`src/rtl/paddle_tracker_if.sv`:
```
// Paddle tracker bus: play enable and sensor patterns in,
// paddle positions, step strobes and error flags out.
interface paddle_tracker_if #(
  parameter int PLAYERS = 2,
  parameter int POS_W   = 3
);
  logic                     en;
  logic [3*PLAYERS-1:0]     sens;
  logic [POS_W*PLAYERS-1:0] pos;
  logic [PLAYERS-1:0]       step_l;
  logic [PLAYERS-1:0]       step_r;
  logic [PLAYERS-1:0]       err;

  modport master (
    output en, sens,
    input  pos, step_l, step_r, err
  );

  modport slave (
    input  en, sens,
    output pos, step_l, step_r, err
  );
endinterface

```
`src/rtl/paddle_tracker.sv`:
```
// Per-player sensor debounce and saturating paddle position.
// Accepted sensor transitions step the paddle; skips flag err.
module paddle_tracker #(
  parameter int PLAYERS  = 2,
  parameter int POS_W    = 3,
  parameter int POS_MAX  = 6,
  parameter int START    = 3,
  parameter int DEBOUNCE = 4
) (
  input  logic             clk,
  input  logic             rst,
  paddle_tracker_if.slave  bus
);
  localparam int CW = $clog2(DEBOUNCE + 1);
  localparam logic [CW-1:0] CMAX = CW'(DEBOUNCE);
  localparam logic [CW-1:0] CLAST = CW'(DEBOUNCE - 1);
  localparam logic [POS_W-1:0] PSTART = POS_W'(START);
  localparam logic [POS_W-1:0] PMAX = POS_W'(POS_MAX);
  localparam logic [2:0] P_L = 3'b100;
  localparam logic [2:0] P_C = 3'b010;
  localparam logic [2:0] P_R = 3'b001;

  logic [2:0]       samp  [PLAYERS];
  logic [2:0]       cand  [PLAYERS];
  logic [2:0]       stab  [PLAYERS];
  logic [CW-1:0]    cnt   [PLAYERS];
  logic [POS_W-1:0] pos_q [PLAYERS];
  logic [PLAYERS-1:0] sl_q;
  logic [PLAYERS-1:0] sr_q;
  logic [PLAYERS-1:0] err_q;

  logic [PLAYERS-1:0] acc;
  logic [PLAYERS-1:0] mv_l;
  logic [PLAYERS-1:0] mv_r;
  logic [PLAYERS-1:0] skip;

  function automatic logic legal(input logic [2:0] v);
    return (v == P_L) || (v == P_C) || (v == P_R);
  endfunction

  // Acceptance happens on the edge where cnt reaches DEBOUNCE.
  always_comb begin
    acc  = '0;
    mv_l = '0;
    mv_r = '0;
    skip = '0;
    for (int p = 0; p < PLAYERS; p++) begin
      acc[p] = (samp[p] == cand[p]) && (cnt[p] == CLAST)
             && (cand[p] != stab[p]) && legal(cand[p]);
      mv_l[p] = acc[p] && (stab[p] == P_L)
              && (cand[p] == P_C);
      mv_r[p] = acc[p] && (stab[p] == P_R)
              && (cand[p] == P_C);
      skip[p] = acc[p]
              && (((stab[p] == P_L) && (cand[p] == P_R))
               || ((stab[p] == P_R) && (cand[p] == P_L)));
    end
  end

  // Debounce, accepted-pattern tracking and paddle update.
  always_ff @(posedge clk) begin
    if (rst) begin
      for (int p = 0; p < PLAYERS; p++) begin
        samp[p]  <= P_C;
        cand[p]  <= P_C;
        stab[p]  <= P_C;
        cnt[p]   <= '0;
        pos_q[p] <= PSTART;
      end
      sl_q  <= '0;
      sr_q  <= '0;
      err_q <= '0;
    end else begin
      for (int p = 0; p < PLAYERS; p++) begin
        samp[p] <= bus.sens[3*p +: 3];
        if (samp[p] != cand[p]) begin
          cand[p] <= samp[p];
          cnt[p]  <= '0;
        end else if (cnt[p] != CMAX) begin
          cnt[p] <= cnt[p] + CW'(1);
        end
        if (acc[p]) begin
          stab[p] <= cand[p];
        end
        sl_q[p] <= 1'b0;
        sr_q[p] <= 1'b0;
        if (!bus.en) begin
          pos_q[p] <= PSTART;
        end else begin
          unique case (1'b1)
            mv_l[p]: begin
              if (pos_q[p] != '0) begin
                pos_q[p] <= pos_q[p] - POS_W'(1);
                sl_q[p]  <= 1'b1;
              end
            end
            mv_r[p]: begin
              if (pos_q[p] != PMAX) begin
                pos_q[p] <= pos_q[p] + POS_W'(1);
                sr_q[p]  <= 1'b1;
              end
            end
            skip[p]: err_q[p] <= 1'b1;
            default: ;
          endcase
        end
      end
    end
  end

  // Pack per-channel positions onto the bus.
  always_comb begin
    bus.pos = '0;
    for (int p = 0; p < PLAYERS; p++) begin
      bus.pos[POS_W*p +: POS_W] = pos_q[p];
    end
  end

  assign bus.step_l = sl_q;
  assign bus.step_r = sr_q;
  assign bus.err    = err_q;
endmodule
```
`src/flat_wrapper.sv`:
```
// flat-port wrapper written by rule: the top's interface ports become plain ports
module paddle_tracker_flat 
#(
  parameter int PLAYERS  = 2,
  parameter int POS_W    = 3,
  parameter int POS_MAX  = 6,
  parameter int START    = 3,
  parameter int DEBOUNCE = 4
)
  (clk, rst, bus_en, bus_sens, bus_pos, bus_step_l, bus_step_r, bus_err);
  paddle_tracker_if #(.PLAYERS(PLAYERS), .POS_W(POS_W)) bus_i ();
  input  logic clk;
  input  logic rst;
  input wire logic [$bits(bus_i.en)-1:0] bus_en;
  input wire logic [$bits(bus_i.sens)-1:0] bus_sens;
  output wire logic [$bits(bus_i.pos)-1:0] bus_pos;
  output wire logic [$bits(bus_i.step_l)-1:0] bus_step_l;
  output wire logic [$bits(bus_i.step_r)-1:0] bus_step_r;
  output wire logic [$bits(bus_i.err)-1:0] bus_err;
  assign bus_i.en = bus_en;
  assign bus_i.sens = bus_sens;
  assign bus_pos = bus_i.pos;
  assign bus_step_l = bus_i.step_l;
  assign bus_step_r = bus_i.step_r;
  assign bus_err = bus_i.err;
  paddle_tracker #(.PLAYERS(PLAYERS), .POS_W(POS_W), .POS_MAX(POS_MAX), .START(START), .DEBOUNCE(DEBOUNCE)) u_core (.clk(clk), .rst(rst), .bus(bus_i));
endmodule
```
`config.mk`:
```
export PLATFORM = sky130hd
export DESIGN_NAME = paddle_tracker_flat
export DESIGN_NICKNAME = d
export VERILOG_FILES = /design/src/rtl/paddle_tracker_if.sv /design/src/rtl/paddle_tracker.sv /design/src/flat_wrapper.sv
export SDC_FILE = /design/constraint.sdc
export NUM_CORES = 1
export LEC_CHECK = 0
export BUFFER_PORTS_ARGS = -buffer_cell sky130_fd_sc_hd__buf_2
export CORE_UTILIZATION = 62
export DETAILED_ROUTE_END_ITERATION = 12
export PLACE_DENSITY = 0.83
export SYNTH_ARGS = -nofsm -noshare
export SYNTH_HDL_FRONTEND = slang
export SYNTH_SLANG_ARGS = --single-unit
export TNS_END_PERCENT = 50
```
`constraint.sdc`:
```
create_clock -name clk -period 7.15 [get_ports clk]
set_clock_uncertainty 0.2 [all_clocks]
set_input_delay 0 -clock clk [delete_from_list [all_inputs] [get_ports clk]]
set_output_delay 0 -clock clk [all_outputs]
set_load 0.005 [all_outputs]
```
Word level (Yosys, flattened, before mapping)

Memories as Yosys holds them, arrays and structs flattened.
Cells that the tools add are included.

$lt $le $gt $ge: 0
Eq/ne operators: 22
Div/mod/pow operators: 0
Shift-type cells: 0
Multiplexer cells: 62
Reduce and logical (&&, ||, !) cells: 30
Add/subtract/negate cells: 6
$mul: 0
Bitwise gates (word level): 16

Operator list:

| kind                                              | count |
|---|---|
| 2-to-1 mux 3 bit                                  | 16 |
| 2-to-1 mux 1 bit                                  | 46 |
| logical AND 1 bit                                 | 20 |
| bitwise OR 1 bit                                  | 16 |
| adder 3 x 1 -> 3 bit (second input constant)      | 4 |
| == test 3 x 1 -> 1 bit (second input constant)    | 4 |
| == test 3 x 2 -> 1 bit (second input constant)    | 4 |
| == test 3 bit (second input constant)             | 4 |
| inequality test 3 bit                             | 4 |
| inequality test 3 bit (second input constant)     | 4 |
| == test 3 bit                                     | 2 |
| logical OR 1 bit                                  | 6 |
| nonzero test 3 bit                                | 2 |
| subtractor 3 x 1 -> 3 bit (second input constant) | 2 |
| AND reduction 2 bit                               | 2 |

Flip-flop bits (word level): 6
Input bits: 9
Latch bits: 0
Memories: 5
ROM bits: 0
Output and inout port bits: 12
Memory bits (writable): 30
Logic and storage cells: 145

Memories:

| name         | depth | bits a word | read ports | clocked after memory_dff | wr ports | line                 | RTL |
|---|---|---|---|---|---|---|---|
| u_core.cand  | 2     | 3           | 2          | 0                        | 2        | paddle_tracker.sv:24 | `logic [2:0] cand [PLAYERS];` |
| u_core.cnt   | 2     | 3           | 2          | 0                        | 2        | paddle_tracker.sv:26 | `logic [CW-1:0] cnt [PLAYERS];` |
| u_core.pos_q | 2     | 3           | 2          | 0                        | 2        | paddle_tracker.sv:27 | `logic [POS_W-1:0] pos_q [PLAYERS];` |
| u_core.samp  | 2     | 3           | 2          | 0                        | 2        | paddle_tracker.sv:23 | `logic [2:0] samp [PLAYERS];` |
| u_core.stab  | 2     | 3           | 2          | 0                        | 2        | paddle_tracker.sv:25 | `logic [2:0] stab [PLAYERS];` |

Depth between registers and ports, before layout

Word-level depth: 12
Mapped depth: 10
Depth with buffers taken out: 10

Worst setup path after synthesis

Ideal clock, no wire load.

Path type: flip-flop to flip-flop
Start point: memory u_core.cand[1][2], in the netlist u_core.cand[0][5]
End point: memory u_core.pos_q[1][1] (data pin)
Data required time: 6.678 ns
Buffers on the path: 1
Arrival: 2.194 ns
Library setup time: 0.272 ns
Cell stages (with the launch flop): 8
Clock period less this slack: 2.666 ns
Path slack: 4.484 ns
Path through: edfxtp_1 > buf_6 > nand4bb_1 > a211oi_2 > o21a_1 > nand3_1 > fa_1 > or4_1

RTL lines:

| item               | line |
|---|---|
| start: declaration | paddle_tracker.sv:24 |
| end: declaration   | paddle_tracker.sv:27 |

==> flow_summary_export.csv <==
group,metric,value,unit
power_and_ir_drop,cellLeakagePower,0.916,nW
power_and_ir_drop,powerDensity,182,mW/mm²
sta,finalSetupViolations,0,
setup_path,cp_data_required_time,7040,ps
setup_path,worstSetupStartpointType,"flip-flop",
power_and_ir_drop,ir_drop,0.000130,V
detailed_routing,vias,1459,
global_route,grt_pass1_wl,5.98,mm
power_and_ir_drop,switching_power,0.000109,W
sta,finalCriticalPeriod,2900,ps
finish,final_common_cell,"edfxtp_1",
power_and_ir_drop,p_total,0.000427,W
clocking,root_buffer,"clkbuf_4",
synth,yosys.area.top_type,"edfxtp_1",
floorplan,die_h,58.9,µm
sta,grt_setup_unrepaired,"no",
synth,synth_area,0.00201,mm²
global_route,grtUsageMet3,5.05,%
detailed_routing,ant_nets,0,
floorplan,rows,20,
clocking,cts_num_sinks,36,
global_route,grt_max_degree,15,
run_status,status,"complete, no violations",
detailed_routing,wirelength,3.54,mm
floorplan,initial_core_util,65.8,%
synth,synth_cell_types,52,
placed_design,gp_congestion,0.918,
clocking,cts_max_path_buffers,2,
placed_design,dp_hpwl,2.61,mm
sta,final.setup.tns,0,ps
floorplan,die_w,58.9,µm
synth,synth_area_per_cell,10.9,µm²
setup_path,critPathMaxFanout,8,
placed_design,numPortBuffers,20,
global_route,antenna_found_initial,0,
synth,synth.area.top_cells,"edfxtp_1, dfxtp_1, ha_1, inv_1, xnor2_1",
floorplan,dieArea,0.00347,mm²
sta,worst_pin_slew,634,ps
power_and_ir_drop,comb_power_share,13.2,%
synth,synth_warnings,0,
finish,nFillCells,225,
clocking,clk-insertion-delay-late,340,ps
setup_path,crit_type,"flip-flop to flip-flop",
finish,drive_gt1_share,15.3,%
global_route,use_met2,39.8,%
global_route,grt_pass1_vias,1415,
sta,max_freq,344,MHz
sta,final_max_slew_viol_count,0,
synth,yosysSeqAreaShare,47.9,%
global_route,grtUsageTotal,23.6,%
synth,synthCells,185,
clocking,postCtsSetupBuffers,0,
synth,yosysTopAreaCellShare,35.9,%
synth,yosys_most_used_dff,"edfxtp_1",
detailed_routing,wl_per_cell,13.3,µm
clocking,cts_made_buffers,5,
power_and_ir_drop,internal_power,0.000318,W
power_and_ir_drop,switching_share,25.5,%
setup_path,crit_path_end_kind,"flip-flop",
finish,final_cell_mix,"edfxtp_1, buf_2, inv_1, dlygate4sd3_1, dfxtp_1",
finish,antennaDiodeCount,0,
setup_path,cp.arrival,2790,ps
power_and_ir_drop,p_seq_share,57.7,%
floorplan,core,0.00305,mm²
global_route,grtUsageMet1,28.4,%
floorplan,pin_count,21,
clocking,h-tree-depth,2,
synth,synth_edf_count,24,
finish,syn_to_final_growth,16.8,%
detailed_routing,drc_errors,0,
power_and_ir_drop,clockPowerShare,29.1,%
synth,synth_seq_cells,36,
sta,hold_violations,0,
clocking,clk_pin_slew,110,ps
worst_hold_path,hp-class,"flip-flop to flip-flop",
global_route,busiest_layer,"met2",
sta,whs,285,ps
detailed_routing,dr.pass1.iters,4,
synth,syn-num-nets,205,
sta,final_min_period_over_clock_period,40.6,%
clocking,cts_tree,"built",
detailed_routing,drt_iter0_markers,82,
finish,fin_nets,241,
run,drv_cap,0,
sta,relSlewSlack,57.3,%
synth,synth-async-reset-ratio,0,%
detailed_routing,vias_per_cell,5.48,
global_route,grt-ovfl-total,0,
-- state kept, by name, indices dropped and copies added, names as in the netlist --
register / count
u_core.cnt: 6
u_core.stab: 6
u_core.bus.step_l: 2
u_core.cand: 6
u_core.samp: 6
u_core.pos_q: 6
u_core.bus.step_r: 2
u_core.bus.err: 2
-- Yosys cell counts, drive strengths merged (3+ instances only) --
cell	n
ha	10
xnor2	7
a21boi	4
inv	19
nor4	3
nand2	6
nand4bb	4
edfxtp	24
buf	4
and3	4
nand3	6
nor3	5
nand2b	6
xor2	6
nor2	10
dfxtp	12
nor2b	9
and2	5
o21ai	6
-- layer usage --
layer | vias up | wire, µm
met3 | 7 | 119
met2 | 35 | 1780
met1 | 689 | 1580
li1 | 728 | -
met4 | 0 | 59
met5 | - | 0
-- kinds of logic after synthesis --
logic type,count (synthesis),synth area share (%)
multiplexers,2,0.997
AND/OR/NAND/NOR,73,23.6
XOR/XNOR,13,5.67
flip-flops,36,47.9
adder cells (fa/ha/maj),11,7.23
AO/OA/AOI/OAI,25,9.28
buffers and inverters,25,5.36
-- area by class of cell --
class	instances	area, µm²	area share (%)
Clock buffer	8	68.8	2.93
Multi-Input combinational cell	124	940	40.1
Timing Repair Buffer	35	250	10.7
Inverter	19	71.3	3.04
Tap cell	44	55.1	2.35
Sequential cell	36	961	41.0
-- stage by stage --
step / cell area (µm²) / util, % / cells / setup slack (ps)
global route: 2350 / 76.8 / 266 / 4100
CTS: 2350 / 76.8 / 266 / 4260
global placement: 2130 / 69.7 / 243 / 4380
detailed placement: 2130 / 69.7 / 243 / 4310
floorplan: 2010 / - / 185 / 4480
finish: 2350 / 76.8 / 266 / 4250
-- final timing paths --
path         cells past startpoint  slack, ps                  to               from
max                              6       4250  u_core.pos_q[1][1]  u_core.cand[0][5]
min                              2        280   u_core.bus.err[0]  u_core.bus.err[0]
min reg2reg                      2        280   u_core.bus.err[0]  u_core.bus.err[0]
max reg2reg                      6       4250  u_core.pos_q[1][1]  u_core.cand[0][5]
-- what timing repair did --
| item | in CTS | in global routing |
|---|---|---|
| endpoints found under the hold margin | 8 | 0 |
| hold buffers | 15 | 0 |
| gates resized for setup | 0 | 0 |
| setup endpoints to repair | 0 | 0 |
-- power groups by stage --
stage | registers [W] | clock network, W | logic, W
after floorplan | 0.000242 | 0 | 0.0000473
after global placement | 0.000250 | 0 | 0.0000471
after detailed placement | 0.000251 | 0 | 0.0000502
after CTS | 0.000246 | 0.000126 | 0.0000563
after global routing | 0.000248 | 0.000136 | 0.0000620
final | 0.000246 | 0.000124 | 0.0000565
-- worst max-delay path, cell delays in order (launching register included) --
cell and delay (ps):
edfxtp_1 510, nand4bb_1 250, a211oi_2 350, o21a_1 230, nand3_1 110, fa_1 470
or4_1 530
Power figures use the tool's default switching activity.
